--- src/rtl/arp_phase_gen.sv ---
// Sample-rate phase accumulator with a 4-note arpeggiator that drives a 256-entry sine BRAM address.
// Build option: define ARP_DESCEND_EN for an up-down note pattern (default ascending wrap).
module arp_phase_gen #(
  parameter int SAMPLE_DIV  = 1024,
  parameter int NOTE_CYCLES = 50000000,
  parameter int PHASE_W     = 16
) (
  input  logic       CLK100MHZ,
  input  logic       CPU_RESETN,
  input  logic       arp_toggle,
  input  logic [7:0] sw,
  output logic [7:0] addra,
  output logic       sample_tick,
  output logic [1:0] note,
  output logic       arp_on,
  output logic       dbg_state_o
);

  localparam int DIV_W = (SAMPLE_DIV > 2) ? $clog2(SAMPLE_DIV) : 1;
  localparam int NC_W  = (NOTE_CYCLES > 2) ? $clog2(NOTE_CYCLES) : 1;
  localparam logic [DIV_W-1:0] DIV_LAST = DIV_W'(SAMPLE_DIV - 1);
  localparam logic [NC_W-1:0]  NC_LAST  = NC_W'(NOTE_CYCLES - 1);

  typedef enum logic {S_OFF = 1'b0, S_ARP = 1'b1} state_t;

  logic [DIV_W-1:0]   div_q, div_d;
  logic               tick_q;
  logic [PHASE_W-1:0] phase_q;
  logic [10:0]        f_base;
  logic [10:0]        inc;
  state_t             state_q;
  logic [NC_W-1:0]    ncnt_q;
  logic [1:0]         note_q, next_note;
  logic               arp_on_q;

  // Sample divider; tick is registered so it is high exactly while div_q == DIV_LAST.
  always_comb begin
    div_d = (div_q == DIV_LAST) ? '0 : div_q + 1'b1;
  end

  always_ff @(posedge CLK100MHZ or negedge CPU_RESETN) begin
    if (!CPU_RESETN) begin
      div_q  <= '0;
      tick_q <= 1'b0;
    end else begin
      div_q  <= div_d;
      tick_q <= (div_d == DIV_LAST);
    end
  end

  // Note ratios approximate 1, 5/4, 3/2, 2 with truncating shifts; max 2002 fits 11 bits.
  always_comb begin
    f_base = 11'd746 + {3'b000, sw};
    inc    = f_base;
    case (note_q)
      2'd0: inc = f_base;
      2'd1: inc = f_base + {2'b00, f_base[10:2]};
      2'd2: inc = f_base + {1'b0, f_base[10:1]};
      2'd3: inc = {f_base[9:0], 1'b0};
      default: inc = f_base;
    endcase
  end

  always_ff @(posedge CLK100MHZ or negedge CPU_RESETN) begin
    if (!CPU_RESETN) begin
      phase_q <= '0;
    end else if (tick_q) begin
      phase_q <= phase_q + PHASE_W'(inc);
    end
  end

`ifdef ARP_DESCEND_EN
  logic dir_q, next_dir;

  // dir_q = 0 walks up toward note 3, 1 walks down toward note 0.
  always_comb begin
    next_dir  = dir_q;
    next_note = note_q + 2'd1;
    if (!dir_q) begin
      if (note_q == 2'd3) begin
        next_note = 2'd2;
        next_dir  = 1'b1;
      end
    end else begin
      if (note_q == 2'd0) begin
        next_note = 2'd1;
        next_dir  = 1'b0;
      end else begin
        next_note = note_q - 2'd1;
      end
    end
  end

  always_ff @(posedge CLK100MHZ or negedge CPU_RESETN) begin
    if (!CPU_RESETN) begin
      dir_q <= 1'b0;
    end else if (state_q == S_OFF || arp_toggle) begin
      dir_q <= 1'b0;
    end else if (ncnt_q == NC_LAST) begin
      dir_q <= next_dir;
    end
  end
`else
  always_comb begin
    next_note = note_q + 2'd1;
  end
`endif

  // Arpeggiator FSM; a toggle always wins over a coincident note-counter wrap.
  always_ff @(posedge CLK100MHZ or negedge CPU_RESETN) begin
    if (!CPU_RESETN) begin
      state_q  <= S_OFF;
      ncnt_q   <= '0;
      note_q   <= 2'd0;
      arp_on_q <= 1'b0;
    end else begin
      unique case (state_q)
        S_OFF: begin
          ncnt_q <= '0;
          note_q <= 2'd0;
          if (arp_toggle) begin
            state_q  <= S_ARP;
            arp_on_q <= 1'b1;
          end
        end
        S_ARP: begin
          if (arp_toggle) begin
            state_q  <= S_OFF;
            arp_on_q <= 1'b0;
            note_q   <= 2'd0;
            ncnt_q   <= '0;
          end else if (ncnt_q == NC_LAST) begin
            ncnt_q <= '0;
            note_q <= next_note;
          end else begin
            ncnt_q <= ncnt_q + 1'b1;
          end
        end
      endcase
    end
  end

  assign addra       = phase_q[PHASE_W-1 -: 8];
  assign sample_tick = tick_q;
  assign note        = note_q;
  assign arp_on      = arp_on_q;
  assign dbg_state_o = (state_q == S_ARP);

endmodule

--- config.mk ---
export PLATFORM = sky130hd
export DESIGN_NAME = arp_phase_gen
export DESIGN_NICKNAME = d
export VERILOG_FILES = /design/src/rtl/arp_phase_gen.sv
export SDC_FILE = /design/constraint.sdc
export NUM_CORES = 1
export LEC_CHECK = 0
export ABC_AREA = 1
export CAP_MARGIN = 10
export CORE_AREA = 2 2 133 102
export CTS_CLUSTER_SIZE = 14
export DETAILED_ROUTE_END_ITERATION = 8
export DIE_AREA = 0 0 135 104
export PLACE_DENSITY_LB_ADDON = 0.15
export SLEW_MARGIN = 20
export SYNTH_ARGS = -nofsm -noshare
export SYNTH_HDL_FRONTEND = slang
export SYNTH_SLANG_ARGS = --single-unit
export TNS_END_PERCENT = 20
--- constraint.sdc ---
create_clock -name CLK100MHZ -period 4 [get_ports CLK100MHZ]
set_input_delay 0.8 -clock CLK100MHZ [delete_from_list [all_inputs] [get_ports CLK100MHZ]]
set_output_delay 0.8 -clock CLK100MHZ [all_outputs]
set_load 0.02 [all_outputs]
== Yosys cells after proc, flatten, opt, wreduce, memory -nomap -nowiden ==
Index checks and enable logic that the tools add are counted.

* Word-level logic and storage cells: 40
* Bits of input ports: 11
* Register bits after elaboration: 57
* Output and inout port bits: 13

* $add $sub $neg: 7
* Bitwise gates (word level): 1
* Reductions and logical operators: 2
* Equality and inequality tests: 9
* Mux-type cells: 14

{| class="wikitable"
|+ Operators by type and width
! operator !! number
|-
| $mux 26 || 2
|-
| $pmux 26 s2 || 1
|-
| $pmux 11 s4 || 1
|-
| $add 26x1->26 const B || 1
|-
| $eq 26x26->1 const B || 1
|-
| $eq 10x10->1 const B || 2
|-
| $add 16x11->16 || 1
|-
| $add 10x8->11 const A || 1
|-
| $add 11x10->11 || 1
|-
| $add 11x9->11 || 1
|-
| $add 10x1->10 const B || 1
|-
| $mux 10 || 1
|-
| $eq 2x2->1 const B || 2
|-
| $mux 1 || 4
|-
| $mux 2 || 2
|-
| $ne 2x2->1 const B || 2
|-
| $pmux 1 s2 || 2
|-
| $pmux 2 s2 || 1
|-
| $ne 3x2->1 const B || 1
|-
| $add 2x1->2 const B || 1
|-
| $eq 2x1->1 const B || 1
|-
| $logic_not 2->1 || 1
|-
| $reduce_and 2->1 || 1
|-
| $not 1->1 || 1
|}

== Longest topological paths before layout ==
* Depth in word-level cells: 4
* Mapped depth: 28
* Gate-level depth less buffers: 28

== Worst setup path after synthesis ==
Ideal clock, no wire load.

* Kind: input to register
* Start: in sw[1]
* End: reg phase_q[13]
* Arrival: 3.608 ns
* Setup time: 0.113 ns
* Cell stages on the path: 24
* Data required time: 3.887 ns
* Buffers on the path: 0
* Setup slack: 0.280 ns
* Cells stage by stage: ha_1 -> or2_2 -> nand2_1 -> nand3_1 -> and2_1 -> nand2_1 -> o21ai_0 -> ha_1 -> nand2_1 -> inv_1 -> a21oi_1 -> nand2_1 -> nand2_1 -> nand3_1 -> a21oi_1 -> ha_1 -> a21oi_1 -> nand2_1 -> a21oi_1 -> nand2_1 -> nand2_1 -> nand2_1 -> nand2_1 -> inv_1

* Longest elaborated chain between the ends: 4
* Elaborated cells between the ends (all ways): 5
* Those cells by class: 4 x add/sub; 1 x mux

{| class="wikitable"
|+ RTL lines
! element !! line !! text
|-
| start: declaration || 11 || <nowiki>input logic [7:0] sw,</nowiki>
|-
| $add 10x8->11 (*) || 53 || <nowiki>f_base = 11'd746 + {3'b000, sw};</nowiki>
|-
| $add 11x10->11 or $add 11x9->11 (tied branches) || 58, 57 ||
|-
| $pmux 11 s4 (*) || 55 || <nowiki>case (note_q)</nowiki>
|-
| $add 16x11->16 (*) || 68 || <nowiki>phase_q <= phase_q + PHASE_W'(inc);</nowiki>
|-
| end signal: assignment || 68 ||
|-
| end: declaration || 28 || <nowiki>logic [PHASE_W-1:0] phase_q;</nowiki>
|}

Every way passes the cells marked *; elsewhere a longest branch is shown, timed or not.
A chain may end at the register's enable or synchronous reset.

== Worst setup path after layout ==
* Start: in sw[4]
* End: reg phase_q[10]

* Longest elaborated chain between the ends: 4
* Elaborated cells between the ends (all ways): 5
* Those cells by class: 4 x add/sub; 1 x mux

{| class="wikitable"
|+ RTL lines
! element !! line
|-
| $add 10x8->11 (*) || 53
|-
| $add 11x9->11 or $add 11x10->11 (tied branches) || 57, 58
|-
| $pmux 11 s4 (*) || 55
|-
| $add 16x11->16 (*) || 68
|}

Marked as above.

==> run_results.csv <==
group,metric,value,unit
final_layout,final_util,0.4358,
sta,setup_tns,0,ns
clocking,clk_latency,0.33,ns
final_layout,final_common_cell,"nand2_1",
final_layout,instances_no_fill,905,
clocking,cts_hold_buf,0,
drt,wl_per_cell,12.08,µm
clocking,path_clk_slew,0.05,ns
worst_setup_path,slowest_delay,0.48,ns
sta,hold_viol_final,0,
worst_setup_path,worst_setup_path_end_kind,"register",
sta,max_freq,272.5,MHz
worst_setup_path,start_kind,"primary input",
sta,period_needed,3.670,ns
placement,place_hpwl,8.207,mm
synth,yosysUniqueCellTypes,32,
power_and_ir_drop,powerDensity,502.9,nW/µm²
worst_setup_path,critical_path_class,"in -> reg",
synth,avgSynthCellArea,6.703,µm²
drt,drt-initial-drc-count,229,
placement,gp_congestion,0.9222,
worst_setup_path,cp.required,4.21,ns
synth,synth_top_cell_by_area,"dfrtp_1",
drt,vias_per_cell,4.611,
grt,grt_pass1_wl,18.26,mm
placement,post-place-ws,-0.4335,ns
sta,setup_violations,0,
grt,grt_pass1_vias,3995,
sta,tightest_slew,0.9259,ns
clocking,cts.path.max_buffers,2,
clocking,cts.sinks,57,
floorplanning,pin_count,24,
synth,yosys_register_bits,57,
synth,ys_top_cells_by_area,"dfrtp_1, nand2_1, inv_1",
sta,slew_headroom,0.3828,
clocking,cts_tree,"built",
power_and_ir_drop,p_leak,2.729,nW
placement,portBuffers,23,
synth,yosys_warnings,0,
drt,drc_errors,0,
worst_setup_path,cpMaxStageDelayCell,"clkdlybuf4s50_1",
worst_setup_path,path_max_fanout,4,
sta,fin_ws,0.3297,ns
grt,grt_start_max_net_pins,39,
final_layout,final_cell_mix,"nand2_1, inv_1, nor2_1",
synth,ys_seq_area_frac,0.3167,
power_and_ir_drop,ir_worst_vdd,0.0002546,V
floorplanning,num_rows,36,
final_layout,fin_area,5575,µm²
clocking,htreeDepth,3,
power_and_ir_drop,p_total,2.804,mW
drt,num_vias,4173,
drt,drtAntennaViolNets,0,
drt,first_pass_iters,4,
synth,netlist_instances,672,
sta,rsz0062_at_grt,"no",
floorplanning,dieArea,14040,µm²
run_status,status,"completed",
final_layout,synthToLayoutAreaGrowth,23.78,%
sta,period_share,0.9176,
sta,drv_slew,0,
final_layout,fin_nets,772,
synth,syn_nets,715,
drt,routed_wirelength,10.93,mm
grt,grt_usage,0.1615,
clocking,numCtsBuffers,9,
final_layout,n_antenna_cell,0,
sta,finalClockSkew,0.008552,ns
clocking,cts_root_buf,"clkbuf_16",
floorplanning,chipWidth,135,µm
worst_setup_path,path_common_cell,"nand2_1",
floorplanning,coreArea,12790,µm²
final_layout,drive_gt1_frac,0.1526,
flow_run,drv_cap,0,
grt,grt.overflow.total,0,
floorplanning,fp.dieH,104,µm
hold_path,min_path_type,"reg -> reg",
grt,antenna_found_initial,0,
floorplanning,start_util,0.3521,
placement,post-place-cells,885,
worst_setup_path,path_cells,"clkdlybuf4s50_1, or2_2, nand2_2, o21ai_0, ha_1, a21oi_1, nand2_1, nand3_1, nand2_1, nand2_1, nand2_1, o21bai_1, ha_1, a21oi_2, nand2_2, nand2_1, nand3b_1, nand3_1, nand2_1",
sta,hold_slack,0.4621,ns
synth,synth_top_area_frac,0.3167,
worst_setup_path,crit_arrival,3.88,ns
placement,dpl_cell_area,5092,µm²
synth,netlist_area,4504,µm²
==> worst max-delay path: cells and delay by family <==
| kind | cells | cell delay (ns) |
|---|---|---|
| adder cells (fa/ha/maj) | 2 | 0.67 |
| buffers and inverters | 1 | 0.48 |
| AND/OR/NAND/NOR | 12 | 1.30 |
| AO/OA/AOI/OAI | 4 | 0.65 |
==> where the power goes <==
group | switching (mW) | internal, mW
combinational | 0.785 | 0.575
clock | 0.277 | 0.545
sequential | 0.0213 | 0.600
total | 1.08 | 1.72
==> flip-flops by register name, indices dropped and copies added (netlist names) <==
name         flops
dbg_state_o      1
ncnt_q          26
sample_tick      1
div_q           10
arp_on           1
phase_q         16
note             2
==> final timing paths <==
check                            from          end  slack [ns]  depth (start not counted)
setup / recovery                sw[4]  phase_q[10]        0.33                         19
hold / removal              ncnt_q[0]    ncnt_q[0]        0.46                          1
setup reg to reg              note[0]  phase_q[13]        0.55                         23
hold reg to reg             ncnt_q[0]    ncnt_q[0]        0.46                          1
max in group asynchronous  CPU_RESETN   phase_q[5]        2.58                          2
min in group asynchronous  CPU_RESETN   phase_q[7]        0.61                          1
==> kinds of logic (layout without fill, tap and decap cells) <==
logic type / Yosys count / in the layout / synth area share
adders and majority gates: 32 / 32 / 0.09222
and+or+nand+nor: 392 / 392 / 0.3792
buffers and inverters: 117 / 179 / 0.1086
xor gates and xnor gates: 16 / 16 / 0.03111
DFF: 57 / 57 / 0.3167
AOI/OAI and AO/OA: 58 / 58 / 0.07222
==> Yosys cell counts <==
cell      instances
nand2_2           1
nor3_1           12
fa_1              2
or2_2             2
nand3_1          55
nand2_4           1
o21ai_0          21
nand2b_1          1
nor2_1           72
buf_6             1
o21bai_1          6
nand3b_1         11
ha_1             30
xor2_1           12
nand3_2           2
and2_1            2
nand2_1         205
clkbuf_1          4
o21a_1            2
nor2_4            1
nand4_1           9
inv_1           102
buf_8             1
nor4_1            1
buf_2             1
nor3b_1           1
o221ai_1          4
nor2_2           16
xnor2_1           4
dfrtp_1          57
buf_4             8
a21oi_1          25
==> timing repair <==
action                                 CTS  global route
endpoints found under the hold margin    0             0
pin swaps                                2            21
setup buffers                            1             3
setup endpoints to repair                5            12
gates resized for setup                  4            41
==> final cells by class <==
cell class,instances,area [µm²]
fillers,1369,7217
multi-input cells,498,2719
flip-flops and latches,57,1426
repair buffers,61,521.8
inverters,102,382.9
clock buffers,11,232.7
well taps,171,214.0
clock inverters,5,78.83
==> layer usage <==
layer / GRT usage / up-vias / share of wire
met3: 0.03899 / 8 / 0.031
met2: 0.2621 / 46 / 0.46
met5: 0 / - / 0
met4: 0.04241 / 0 / 0.0080
li1: - / 2226 / -
met1: 0.2154 / 1893 / 0.50
No activity file was read; power rests on OpenSTA's default activity.
